## src/rtl/unsigned_divider_16by8_seq.sv

```systemverilog
// Sequential restoring unsigned divider: 2W-bit dividend / W-bit divisor,
// one quotient bit per cycle, valid/ready handshake on both sides.
module unsigned_divider_16by8_seq #(
  parameter int unsigned W = 8
) (
  input  logic           clk,
  input  logic           rst,
  input  logic           in_valid,
  output logic           in_ready,
  input  logic [2*W-1:0] z,
  input  logic [W-1:0]   y,
  output logic           out_valid,
  input  logic           out_ready,
  output logic [2*W-1:0] x,
  output logic [W-1:0]   r,
  output logic           div_by_zero
);

  localparam int unsigned ZW = 2 * W;
  localparam int unsigned CW = $clog2(ZW + 1);

  typedef enum logic [1:0] {IDLE, LOAD, RUN, DONE} state_t;

  state_t        state, state_nx;
  logic [CW-1:0] cnt, cnt_nx;
  logic [W:0]    pr, pr_nx;
  logic [ZW-1:0] dvd, dvd_nx;
  logic [W-1:0]  y_q, y_nx;
  logic [ZW-1:0] x_nx;
  logic [W-1:0]  r_nx;
  logic          dbz_nx;
  logic          in_ready_nx, out_valid_nx;
  logic [W:0]    trial, diff;

  // State and datapath registers
  always_ff @(posedge clk) begin
    if (rst) begin
      state       <= IDLE;
      cnt         <= '0;
      pr          <= '0;
      dvd         <= '0;
      y_q         <= '0;
      x           <= '0;
      r           <= '0;
      div_by_zero <= 1'b0;
      in_ready    <= 1'b1;
      out_valid   <= 1'b0;
    end else begin
      state       <= state_nx;
      cnt         <= cnt_nx;
      pr          <= pr_nx;
      dvd         <= dvd_nx;
      y_q         <= y_nx;
      x           <= x_nx;
      r           <= r_nx;
      div_by_zero <= dbz_nx;
      in_ready    <= in_ready_nx;
      out_valid   <= out_valid_nx;
    end
  end

  // Next-state and datapath update
  always_comb begin
    state_nx = state;
    cnt_nx   = cnt;
    pr_nx    = pr;
    dvd_nx   = dvd;
    y_nx     = y_q;
    x_nx     = x;
    r_nx     = r;
    dbz_nx   = div_by_zero;
    trial    = {pr[W-1:0], dvd[ZW-1]};
    diff     = trial - {1'b0, y_q};

    case (state)
      IDLE: begin
        if (in_valid) begin
          dvd_nx   = z;
          y_nx     = y;
          state_nx = LOAD;
        end
      end
      LOAD: begin
        if (y_q == '0) begin
          x_nx     = '1;
          r_nx     = dvd[W-1:0];
          dbz_nx   = 1'b1;
          state_nx = DONE;
        end else begin
          pr_nx    = '0;
          cnt_nx   = CW'(ZW);
          dbz_nx   = 1'b0;
          state_nx = RUN;
        end
      end
      RUN: begin
        dvd_nx = {dvd[ZW-2:0], 1'b0};
        // Partial remainder stays below y, so W+1 bits cannot overflow
        if (trial >= {1'b0, y_q}) begin
          pr_nx = diff;
          x_nx  = {x[ZW-2:0], 1'b1};
        end else begin
          pr_nx = trial;
          x_nx  = {x[ZW-2:0], 1'b0};
        end
        r_nx   = pr_nx[W-1:0];
        cnt_nx = cnt - CW'(1);
        if (cnt == CW'(1)) state_nx = DONE;
      end
      DONE: begin
        if (out_ready) state_nx = IDLE;
      end
      default: state_nx = IDLE;
    endcase

    in_ready_nx  = (state_nx == IDLE);
    out_valid_nx = (state_nx == DONE);
  end

endmodule

```

## config.mk

```make
export PLATFORM = sky130hd
export DESIGN_NAME = unsigned_divider_16by8_seq
export DESIGN_NICKNAME = d
export VERILOG_FILES = /design/src/rtl/unsigned_divider_16by8_seq.sv
export SDC_FILE = /design/constraint.sdc
export NUM_CORES = 1
export LEC_CHECK = 0
export ABC_AREA = 1
export CAP_MARGIN = 5
export CORE_ASPECT_RATIO = 1.5
export CORE_UTILIZATION = 50
export CTS_BUF_LIST = sky130_fd_sc_hd__clkbuf_8
export DETAILED_ROUTE_END_ITERATION = 10
export HOLD_SLACK_MARGIN = 0.05
export PLACE_DENSITY_LB_ADDON = 0.12
export SYNTH_ARGS = -nofsm -noshare
export SYNTH_HDL_FRONTEND = slang
export SYNTH_SLANG_ARGS = --single-unit
```

## constraint.sdc

```tcl
create_clock -name clk -period 1.8 [get_ports clk]
set_clock_uncertainty 0.05 [all_clocks]
set_input_delay 0.36 -clock clk [delete_from_list [all_inputs] [get_ports clk]]
set_output_delay 0.36 -clock clk [all_outputs]
set_load 0.01 [all_outputs]
```

# Word level (Yosys, flattened, before mapping)
# Index checks and enable logic that the tools add are counted.
op_classes:
  n_addsub: 2
  magnitude_cmp: 1
  eq_ne: 8
  mux: 18
  n_reduce_logical: 9
ops:
  columns: ["op", "count"]
  rows:
  - ["$pmux W16 S2", 2]
  - ["$mux W16", 2]
  - ["$pmux W8 S2", 2]
  - ["$mux W8", 3]
  - ["$pmux W5 S2", 1]
  - ["$ge A9 B8 Y1", 1]
  - ["$logic_not A8 Y1", 1]
  - ["$pmux W2 S4", 1]
  - ["$reduce_and A2 Y1", 4]
  - ["$sub A8 B8 Y8", 1]
  - ["$eq A2 B2 Y1 const B", 3]
  - ["$mux W2", 3]
  - ["$ne A2 B2 Y1 const B", 3]
  - ["$eq A5 B1 Y1 const B", 1]
  - ["$mux W5", 1]
  - ["$sub A5 B1 Y5 const B", 1]
  - ["$logic_not A2 Y1", 2]
  - ["$reduce_bool A2 Y1", 2]
  - ["$mux W1", 3]
  - ["$eq A2 B1 Y1 const B", 1]
totals:
  reg_bits: 66
  elab_cells: 48

# Logic depth before layout (Yosys ltp)
# Gate-level depths: netlist of run 1.
logic_depth:
  word_depth: 4
  mapped_depth: 13
  depth_no_buf: 13

# Least setup slack after synthesis of run 1
# OpenSTA, ideal clock, no wires.
synth_path:
  path_kind: "register to register"
  start: "reg dvd[15]"
  end: "reg pr[4]"
  setup_ns: 0.056
  arrival_ns: 1.550
  t_required_ns: 1.694
  path_slack_ns: 0.144
  stages_incl_launch_ff: 13
  path_buffers: 0
  period_less_slack_ns: 1.656
  cell_sequence: "dfxtp_1 inv_1 ha_1 inv_1 fa_1 inv_1 nor2_1 nor2_1 xnor2_1 nand3_2 nand3_1 nand2_1 inv_1"
synth_between:
  elab_chain_len: 3
  elab_cells_between_ends: 4
  cone_classes: "add/sub: 1; order compare: 1; mux: 2"
synth_rtl:
  columns: ["item", "line_no", "rtl"]
  rows:
  - ["from (decl)", "27", "logic [ZW-1:0] dvd, dvd_nx;"]
  - ["from (signal assigned)", "52", "dvd <= dvd_nx;"]
  - ["$sub A8 B8 Y8 or $ge A9 B8 Y1 (tied branches)", "73, 99", null]
  - ["$mux W8 *", "99", "if (trial >= {1'b0, y_q}) begin"]
  - ["$pmux W8 S2 *", "75", "case (state)"]
  - ["to (signal assigned)", "51", "pr <= pr_nx;"]
  - ["to (decl)", "26", "logic [W:0] pr, pr_nx;"]
# Mark *: on every way between the ends. The rest lies on a longest branch, timed or not.
# A chain may end at the register's enable or synchronous reset.

# Worst setup path after layout of run 1
layout_path:
  start: "reg y_q[0]"
  end: "reg pr[4]"
layout_between:
  elab_chain_len: 3
  elab_cells_between_ends: 7
  cone_classes: "add/sub: 1; order compare: 1; eq/ne: 1; mux: 2; reduce/logical: 2"
layout_rtl:
  columns: ["item", "line_no", "rtl"]
  rows:
  - ["from (decl)", "28", "logic [W-1:0] y_q, y_nx;"]
  - ["from (signal assigned)", "53", "y_q <= y_nx;"]
  - ["$sub A8 B8 Y8, or another cell as far along", "73", "diff = trial - {1'b0, y_q};"]
  - ["$mux W8 or $ne A2 B2 Y1 (tied branches)", null, null]
  - ["$pmux W8 S2 or $reduce_and A2 Y1 (tied branches)", null, null]
# Parallel ways exist; a longest one is shown, timed or not.

==> results of run 1 <==
## kinds of logic (layout without fill, tap and decap cells)
family                   count (synthesis)  in the layout  synth area share [%]
XOR/XNOR                                 4              4                  1.03
adder cells (fa/ha/maj)                 11             11                  4.27
buffers and inverters                   97            170                  11.6
AO/OA/AOI/OAI                          112            112                  21.6
AND/OR/NAND/NOR                        163            165                  22.7
flip-flops                              66             66                  38.9
## worst max-delay path, delay by kind of cell (launching register included)
kind,cells,cell delay [ps]
flip-flops,1,370
XOR/XNOR,1,170
AND/OR/NAND/NOR,5,460
adder cells (fa/ha/maj),2,520
buffers and inverters,3,140
## worst max path at each step
stage          startpoint    end  cells after the start
2_1_floorplan     dvd[15]  pr[4]                     12
3_3_place_gp       y_q[5]   r[0]                      9
3_5_place_dp      dvd[15]   r[4]                     12
4_1_cts            y_q[4]  pr[1]                     11
5_1_grt           dvd[15]  pr[4]                     12
6_report           y_q[0]  pr[4]                     11
## layout make-up
cell class / count / share of cell area (%)
clock inverters: 7 / 2.05
inverters: 75 / 6.23
multi-input cells: 292 / 40.6
well taps: 76 / 2.10
flip-flops and latches: 66 / 29.4
repair buffers: 79 / 16.9
clock buffers: 9 / 2.74
## routing by layer
layer  track usage [%]  vias to the layer above
li1                  -                     1634
met1              26.5                     1453
met2              44.7                       63
met3              4.50                       18
met4              10.2                        0
met5                 0                        -
## where the power goes
group | switching [mW] | internal (mW) | total, mW
combinational | 0.982 | 0.758 | 1.74
sequential | 0.123 | 1.66 | 1.78
clock | 0.598 | 0.777 | 1.37
## state kept, by name, indices dropped and copies added, names as in the netlist
name,count
cnt,5
state,2
r,8
pr,8
in_ready,1
out_valid,1
div_by_zero,1
x,16
y_q,8
dvd,16
## stage by stage
stage / util [%] / hold slack (ps)
floorplan: - / 390
global placement: 63.4 / 401
detailed placement: 63.4 / 415
CTS: 67.0 / 425
global route: 69.2 / 451
finish: 69.2 / 422
## layout by cell type, fill, tap and decap left out
cell type	n
a211oi_1	13
a211oi_2	18
a21oi_1	35
a21oi_2	1
a41oi_1	1
and3_1	1
buf_12	3
buf_4	22
bufinv_16	2
clkbuf_8	9
clkdlybuf4s50_1	54
clkinv_2	1
clkinvlp_4	2
dfxtp_1	61
dfxtp_2	5
fa_2	1
ha_1	2
ha_4	8
inv_1	67
inv_2	9
inv_6	1
nand2_1	70
nand2_2	6
nand2_4	2
nand2_8	1
nand3_1	19
nand3_2	9
nand3b_1	1
nand4_1	9
nor2_1	38
nor2_2	3
nor2_4	3
nor3_1	2
nor3_2	1
o21ai_0	34
o21ai_1	9
o22ai_1	1
xnor2_1	1
xor2_1	3
## cell usage after synthesis
cell and n:
xnor2_1 1, nand4_1 9, o22ai_1 1, buf_6 1
a211oi_2 18, nand3_2 7, nand2_2 6, nand3b_1 1
dfxtp_1 66, buf_2 11, a41oi_1 1, and3_1 1
nor3_1 3, o21ai_1 4, nand2_8 1, a211oi_1 13
nor2_1 38, nor2_2 2, xor2_1 3, o21ai_0 39
inv_1 69, ha_1 10, a21oi_1 36, clkbuf_1 8
buf_4 2, nor2_4 3, inv_2 6, nand2_1 71
fa_1 1, nand3_1 21
## repair_timing
action,4_1_cts,5_1_grt
pin swaps,2,9
setup buffers,0,1
gates resized for setup,2,29
gates cloned,2,0
setup endpoints to repair,9,18
==> results.md, run 1 <==
* Status: completed
* Critical path type: flip-flop to flip-flop
* Hold/Removal Path Class: flip-flop to flip-flop
* Design area at roughly 0.0045 sq mm
* Seq cells post-synth at 66
* Netlist cell types at 30
* Ant diodes at 0
* Setup violators final at 0
* CTS root buf: clkbuf_8
* Core area at about 0.0065 sq mm
* Hold depth at 2
* PortBufs at 54
* Setup TNS at 0 ps
* FP Rows at 36
* Leakage power at ~2.0 nW
* Reg2reg start: y_q[0]
* Top layer used by detailed routing: met4
* Slew HR at approximately four fifths
* Largest cells by area after synthesis: dfxtp_1 (39%), nand2_1 (7.8%), inv_1 (7.6%)
* Vias in the first global route at between 2000 and 3000
* Clock tree from TritonCTS: built
* Pre-antenna DRT Iters at 4
* Arr. time, crit path at about 2000 ps
* Fin cells at approximately 600
* PwrDens at around 1100 mW/mm^2
* Detailed-route DRC error count at 0
* Slew Viols, Final at 0
* Htree depth at 3
* R2r endpoint: pr[4]
* GPL Wtd Cong at roughly 0.9
* Highest Clock Rate at 0.570 GHz
* Hold wc startpoint: dvd[12]
* Measured slew at the worst slew-check pin at slightly above 300 ps
* Top-Level Pins at 55
* WL met1 at 3560 um
* Die height at between 100 and 150 um
* Worst hold path endpoint: dvd[12]
* Crit share post-route at between 90% and 100%
* Fin nets at approximately 560
* Met2 WL at 4190 um
* Met3 Routed Length at about 270 um
* R2R Setup Slk at 40 ps
* Share of cells above drive strength 1 at roughly 20%
* Crit path time final at around 1800 ps
* Required time of the critical path at 2040 ps
* Multi-input gate area at ~0.0018 sq mm
* Initial Utilization at between 50% and 60%
* Hold-fix buffers, CTS at 0
* First-pass GRT wire length at ~14000 um
* Total CTS buffers at 9
* Maximum root-to-sink buffer count at 2
* Syn Nets at roughly 490
* Startpoint Class: flip-flop
* Total track usage at between 20% and 30%
* Die Area at 0.00714 sq mm
* Max Cap Viol at 0
* Setup ws final at ~44 ps
* Initial antenna violation count at 0
* Worst-path cell chain: ha_4 > inv_2 > fa_2 > inv_2 > nor2_1 > nor2_1 > xnor2_1 > nand3_2 > nand3_2 > nand2_1 > inv_1
* Routed WL at ~8000 um
* Mapped Area at roughly 0.0034 sq mm
* Crit end category: flip-flop
* Area Overhead vs Synth at 32.9%
* Placed cell count at 585
* Maximum vdd drop at about 710 uV
* Final Total Pwr at slightly below 5 mW
* HPWL after DPL at 5870 um
* WL per Instance at around 14 um
* Pin count of the biggest net entering global routing at 39
* Unrepaired setup endpoints after global routing: yes
* Horiz. Die Dim at about 69 um
* Placed cell area at slightly above 0.004 sq mm
* Worst Reg2Reg Path Length in Cells at 11
* Reg clk slew, reported paths at 80 ps
* Final ANT Viol Nets at 0
* Routed vias at 3168
* Clk_lat worst skew at between 300 and 400 ps
* Pre-CTS setup slack at -20.2 ps
* DR iter-0 viols at ~120
* CP max-delay cell: fa_2
* # clock sinks at 66
* Layout fillers at approximately 570
* Register area at about 0.0013 sq mm
* Post-synthesis sequential area ratio at between 30% and 40%
* Synth top area share at ~39%
* Synthesis Warnings at 0
* Crit Path Max Fanout at 2
* Synthesized instance count at 453
* Congestion Overflow GR at 0
* Mapped Avg Cell Area at roughly 7.5 sq um
* Vias per Instance at between 5 and 6
* Largest area contributor in the netlist: dfxtp_1
* Final count of hold timing violations at 0
* CP peak stage delay at between 300 and 400 ps
No activity file was read; power rests on OpenSTA's default activity.
==> run 2: changes to the inputs <==
GPL_TIMING_DRIVEN = 0   (was not set)
REMOVE_ABC_BUFFERS = 1   (was not set)
==> run 2 against run 1 <==
Against the previous run:
- wire length is 2.1% higher
- critical path depth is the same
- highest routed layer unchanged
- sequential power hardly changed
- clock power increased by 3%
- clock-buffer cell count grew 1
- critical endpoint unchanged
==> results.md, run 2 (synthesized netlist as in run 1, its figures left out) <==
* Status: completed
* Htree depth at 3
* CP max-delay cell: dfxtp_1
* Leading cell type in the layout, fill and taps excluded: nand2_1
* Max Cap Viol at 0
* Placed cell area at around 0.0039 sq mm
* Startpoint Class: flip-flop
* Final ANT Viol Nets at 0
* Hold_ws at 426 ps
* Cell mode on critical path: inv_1
* CTS root buf: clkbuf_8
* Clock power share at between 20% and 30%
* CP peak stage delay at roughly 400 ps
* Setup violators final at 0
* Hold-fix buffers, CTS at 0
* Net Sw Frac at between 30% and 40%
* Slew HR at 57.9%
* PwrDens at about 1100 mW/mm^2
* Routed vias at roughly 3100
* WL per Instance at 14.3 um
* Maximum root-to-sink buffer count at 2
* Worst-path cell chain: ha_4 > inv_1 > fa_2 > inv_1 > nor2_1 > nor2_1 > xnor2_1 > nand3_2 > nand3_1 > nand2_1 > inv_1
* Total CTS buffers at 9
* Critical path type: flip-flop to flip-flop
* Final core occ at 68.7%
* Pre-antenna DRT Iters at 5
* Crit share post-route at a little over nine tenths
* Total track usage at 24.0%
* Required time of the critical path at between 2000 and 2500 ps
* Horiz. Die Dim at 69.3 um
* Leakage power at slightly below 2 nW
* Top flop regs: dvd (16), x (16)
* Layout fillers at approximately 520
* Seq pwr share at 35.7%
* Arr. time, crit path at roughly 2000 ps
* Vias in the first global route at about 3000
* Unrepaired setup endpoints after global routing: yes
* Congestion Overflow GR at 0
* First-pass GRT wire length at 13600 um
* Reg clk slew, reported paths at 70 ps
* Commonest non-fill, non-tap cells in the layout: nand2_1 (69), inv_1 (61), dfxtp_1 (60)
* Initial Utilization at roughly 52%
* Worst Path Buf+Inv at 3
* DR iter-0 viols at between 150 and 200
* Core area at 0.00653 sq mm
* Met2 Track Usage GR at roughly 44%
* Final Total Pwr at around 5.0 mW
* Pin count of the biggest net entering global routing at 58
* Highest Clock Rate at between 0.5 and 0.6 GHz
* Ant diodes at 0
* Die Area at 0.00714 sq mm
* Busiest layer in global routing: met2
* GPL Wtd Cong at 0.833
* Vias per Instance at 5.36
* Initial antenna violation count at 0
* Crit Path Max Fanout at 3
* # clock sinks at 66
* Top-Level Pins at 55
* Slew Viols, Final at 0
* Clock tree from TritonCTS: built
* Crit end category: flip-flop
* Fin nets at 546
* Area Overhead vs Synth at 32.0%
* Cell family with most CP delay: adder cells
* Die height at just over 100 um
* Maximum vdd drop at between 700 and 800 uV
* Detailed-route DRC error count at 0
* Measured slew at the worst slew-check pin at around 630 ps
* Design area at 0.00449 sq mm
* Fin cells at just under 600
* Placed cell count at 562
* Clk_lat worst skew at around 350 ps
* PortBufs at 54
* Final count of hold timing violations at 0
* Logic pwr share at a little over a third
* Switching power at roughly 1.8 mW
* Met3 GRT Util at about 5.2%
* Routed WL at about 8400 um
* FP Rows at 36
* Crit path time final at between 1500 and 2000 ps
* Share of cells above drive strength 1 at a little over a fifth
* M1 GR Usage at between 20% and 30%
* HPWL after DPL at about 5300 um
* Hold/Removal Path Class: flip-flop to flip-flop
* Power Internal at 3.24 mW
-- run 2: cell types whose count changed in the layout (fill, tap and decap cells not counted), sizes merged --
cell,change
clkbuf,+2
clkdlybuf4s50,-1
clkinv,+2
buf,-18
inv,-2
nand2,+1
-- run 2: layout make-up --
type | count | area (sq um) | area share [%]
flip-flops and latches | 66 | 1330 | 29.6
repair inverters | 1 | 7.51 | 0.167
inverters | 75 | 295 | 6.58
well taps | 76 | 95.1 | 2.12
multi-input cells | 293 | 1910 | 42.6
repair buffers | 61 | 623 | 13.9
clock inverters | 6 | 87.6 | 1.95
clock buffers | 10 | 138 | 3.07
-- run 2: layer usage --
metal,share of wire [%],up-vias
li1,-,1598
met1,40,1440
met2,52,91
met3,5.1,20
met4,2.9,0
met5,0,-
-- run 2: power by group through the flow --
| stage | registers, mW | logic (mW) | clock network (mW) |
|---|---|---|---|
| 2_1_floorplan | 1.82 | 0.998 | 0 |
| 3_3_place_gp | 1.79 | 1.47 | 0 |
| 3_5_place_dp | 1.80 | 1.52 | 0 |
| 4_1_cts | 1.78 | 1.68 | 1.43 |
| 5_1_grt | 1.81 | 1.99 | 1.50 |
| 6_report | 1.79 | 1.79 | 1.41 |
-- run 2: final timing paths --
check | startpoint | end | slack (ps) | cells past startpoint
setup reg to reg | y_q[0] | pr[4] | 50 | 11
setup / recovery | y_q[0] | pr[4] | 50 | 11
hold reg to reg | dvd[13] | dvd[13] | 430 | 2
hold / removal | dvd[13] | dvd[13] | 430 | 2
-- run 2: per-stage QoR --
| step | setup TNS [ps] | setup WS, ps |
|---|---|---|
| after global placement | -68840 | -1560 |
| after detailed placement | -29390 | -724 |
| final | 0 | 45.8 |
| after CTS | 0 | 1.16 |
| after global routing | -582 | -80.0 |
| after floorplan | -4000 | -190 |
-- run 2: tightest hold or removal path, cell delays in order, from the launching register on --
cell and delay, ps:
dfxtp_1 300, inv_1 70, a211oi_2 60
-- run 2: what timing repair did --
item	CTS	global route
buffers inserted	6	2
pin swaps	7	8
setup endpoints to repair	50	55
resized for setup	19	32
gates cloned	2	2
==> run 3: changes to the inputs <==
SLEW_MARGIN = 10   (was not set)
==> run 3 against run 2 <==
Against the previous run:
- via count is 2.8% higher
- wire length up 4.8%
- die area is the same
- critical path depth increased by 1
- non-clock buffer count up 5
- worst setup slack got worse by 19 ps
- flip-flop and latch count stayed put
- hold slack worse by 5.7 ps
- sequential share of layout area decreased by 0.27 points
- clock-buffer cell count did not move
- register-to-register slack got worse by 20 ps
- sequential power is essentially flat
- critical path type unchanged
- highest routed layer unchanged
==> results.md, run 3 (synthesized netlist as in run 1, its figures left out) <==
* Area Overhead vs Synth at 34.2%
* Top-Level Pins at 55
* Status: completed
* Slew Viols, Final at 0
* # clock sinks at between 60 and 70
* Setup ws final at between 20 and 30 ps
* Vias in the first global route at ~3000
* PwrDens at 1110 mW/mm^2
* Final Total Pwr at between 5 and 6 mW
* Arr. time, crit path at 2010 ps
* Switching power at 1.85 mW
* Congestion Overflow GR at 0
* Routed WL at between 8000 and 9000 um
* Slew HR at between 50 and 60%
* Top flop regs: dvd (16), x (16)
* Fin nets at 551
* Core area at about 0.0065 sq mm
* Ant diodes at 0
* Layout fillers at 537
* Hold-fix buffers, CTS at 0
* CTS root buf: clkbuf_8
* Crit end category: flip-flop
* Hold/Removal Path Class: flip-flop to flip-flop
* WL per Instance at about 15 um
* Crit Path Max Fanout at 10
* Unrepaired setup endpoints after global routing: yes
* Die Area at roughly 0.0071 sq mm
* Initial Utilization at between 50% and 60%
* Leakage power at a little under 2 nW
* Die height at ~100 um
* Net Sw Frac at a little under two fifths
* Setup violators final at 0
* Cell family with most CP delay: simple AND/OR/NAND/NOR gates
* Maximum root-to-sink buffer count at 2
* Critical path type: flip-flop to flip-flop
* Detailed-route DRC error count at 0
* Multi-input gate area at 0.00195 sq mm
* Final count of hold timing violations at 0
* Leading cell type in the layout, fill and taps excluded: nand2_1
* Logic pwr share at 39.1%
* Total CTS buffers at 9
* Highest Clock Rate at about 0.56 GHz
* Required time of the critical path at just over 2000 ps
* Total track usage at between 20% and 30%
* Crit share post-route at between 90% and 100%
* GPL Wtd Cong at 0.833
* Hold wc startpoint: cnt[4]
* Reg clk slew, reported paths at approximately 80 ps
* Register area at approximately 0.0013 sq mm
* First-pass GRT wire length at 13800 um
* CP peak stage delay at 350 ps
* DR iter-0 viols at 130
* Maximum vdd drop at around 680 uV
* Horiz. Die Dim at around 70 um
* Initial antenna violation count at 0
* Commonest non-fill, non-tap cells in the layout: nand2_1 (62), inv_1 (60), dfxtp_1 (54)
* Clock tree from TritonCTS: built
* Final ANT Viol Nets at 0
* CP max-delay cell: dfxtp_2
* Clock power share at ~26%
* Max Cap Viol at 0
* Pre-CTS setup slack at -782 ps
* Seq pwr share at 35.4%
* PortBufs at 54
* Vias per Instance at around 5.5
* Clk_lat worst skew at ~350 ps
* Measured slew at the worst slew-check pin at ~660 ps
* Worst-path cell chain: inv_2 > ha_4 > nand2_1 > nor2_1 > nand2_1 > nand3_2 > nand2_8 > nand2_8 > nand3_2 > nand3_2 > nand2_1 > inv_1
* Pre-antenna DRT Iters at 4
* Pin count of the biggest net entering global routing at between 50 and 60
* Htree depth at 3
* Share of cells above drive strength 1 at between 20% and 30%
* Reg2reg start: y_q[1]
* Startpoint Class: flip-flop
* HPWL after DPL at 5290 um
* Worst Path Buf+Inv at 2
* FP Rows at 36
* CP startpoint: y_q[1]
* Power Internal at about 3.2 mW
* Routed vias at around 3200
* Crit path time final at around 1800 ps
-- run 3: layout make-up --
class | instances | share of cell area, %
repair buffers | 66 | 15.0
flip-flops and latches | 66 | 29.3
inverters | 75 | 6.44
clock inverters | 6 | 1.40
well taps | 76 | 2.08
clock buffers | 10 | 3.02
multi-input cells | 294 | 42.7
-- run 3: power groups by stage --
stage	sequential [mW]	combinational (mW)	clock (mW)
final	1.79	1.97	1.29
after global routing	1.81	2.16	1.36
after CTS	1.78	1.68	1.29
after detailed placement	1.80	1.50	0
after global placement	1.79	1.47	0
after floorplan	1.82	0.998	0
-- run 3: final timing paths --
path | end | slack (ps) | cells past startpoint
setup / recovery | pr[4] | 30 | 12
hold / removal | cnt[4] | 420 | 2
setup reg to reg | pr[4] | 30 | 12
hold reg to reg | cnt[4] | 420 | 2
-- run 3: worst reg2reg max path, stage by stage, from the launching register on --
cell and delay (ps):
dfxtp_2 350, inv_2 70, ha_4 290, nand2_1 70, nor2_1 110, nand2_1 100, nand3_2 130, nand2_8 110
nand2_8 120, nand3_2 90, nand3_2 110, nand2_1 50, inv_1 70
-- run 3: what timing repair did --
action / in CTS / in global routing
cloned: 3 / 2
pin swaps: 12 / 20
setup endpoints to repair: 50 / 56
resized for setup: 25 / 46
setup buffers: 4 / 7
-- run 3: stage by stage --
| step | hold WS, ps | util (%) | instance area, sq um | instances | setup TNS (ps) |
|---|---|---|---|---|---|
| after floorplan | 379 | - | 3290 | 431 | -4000 |
| final | 420 | 69.9 | 4560 | 593 | 0 |
| after global routing | 445 | 69.9 | 4560 | 593 | -1010 |
| after detailed placement | 413 | 60.1 | 3930 | 561 | -29840 |
| after CTS | 422 | 66.2 | 4330 | 584 | 0 |
| after global placement | 402 | 60.1 | 3930 | 561 | -68840 |
-- run 3: metal layers --
| metal | GRT usage, % | up-vias | share of wire, % |
|---|---|---|---|
| met2 | 44.2 | 74 | 51 |
| met5 | 0 | - | 0 |
| met4 | 10.8 | 0 | 2.4 |
| met1 | 28.1 | 1535 | 42 |
| met3 | 5.47 | 17 | 4.1 |
| li1 | - | 1612 | - |
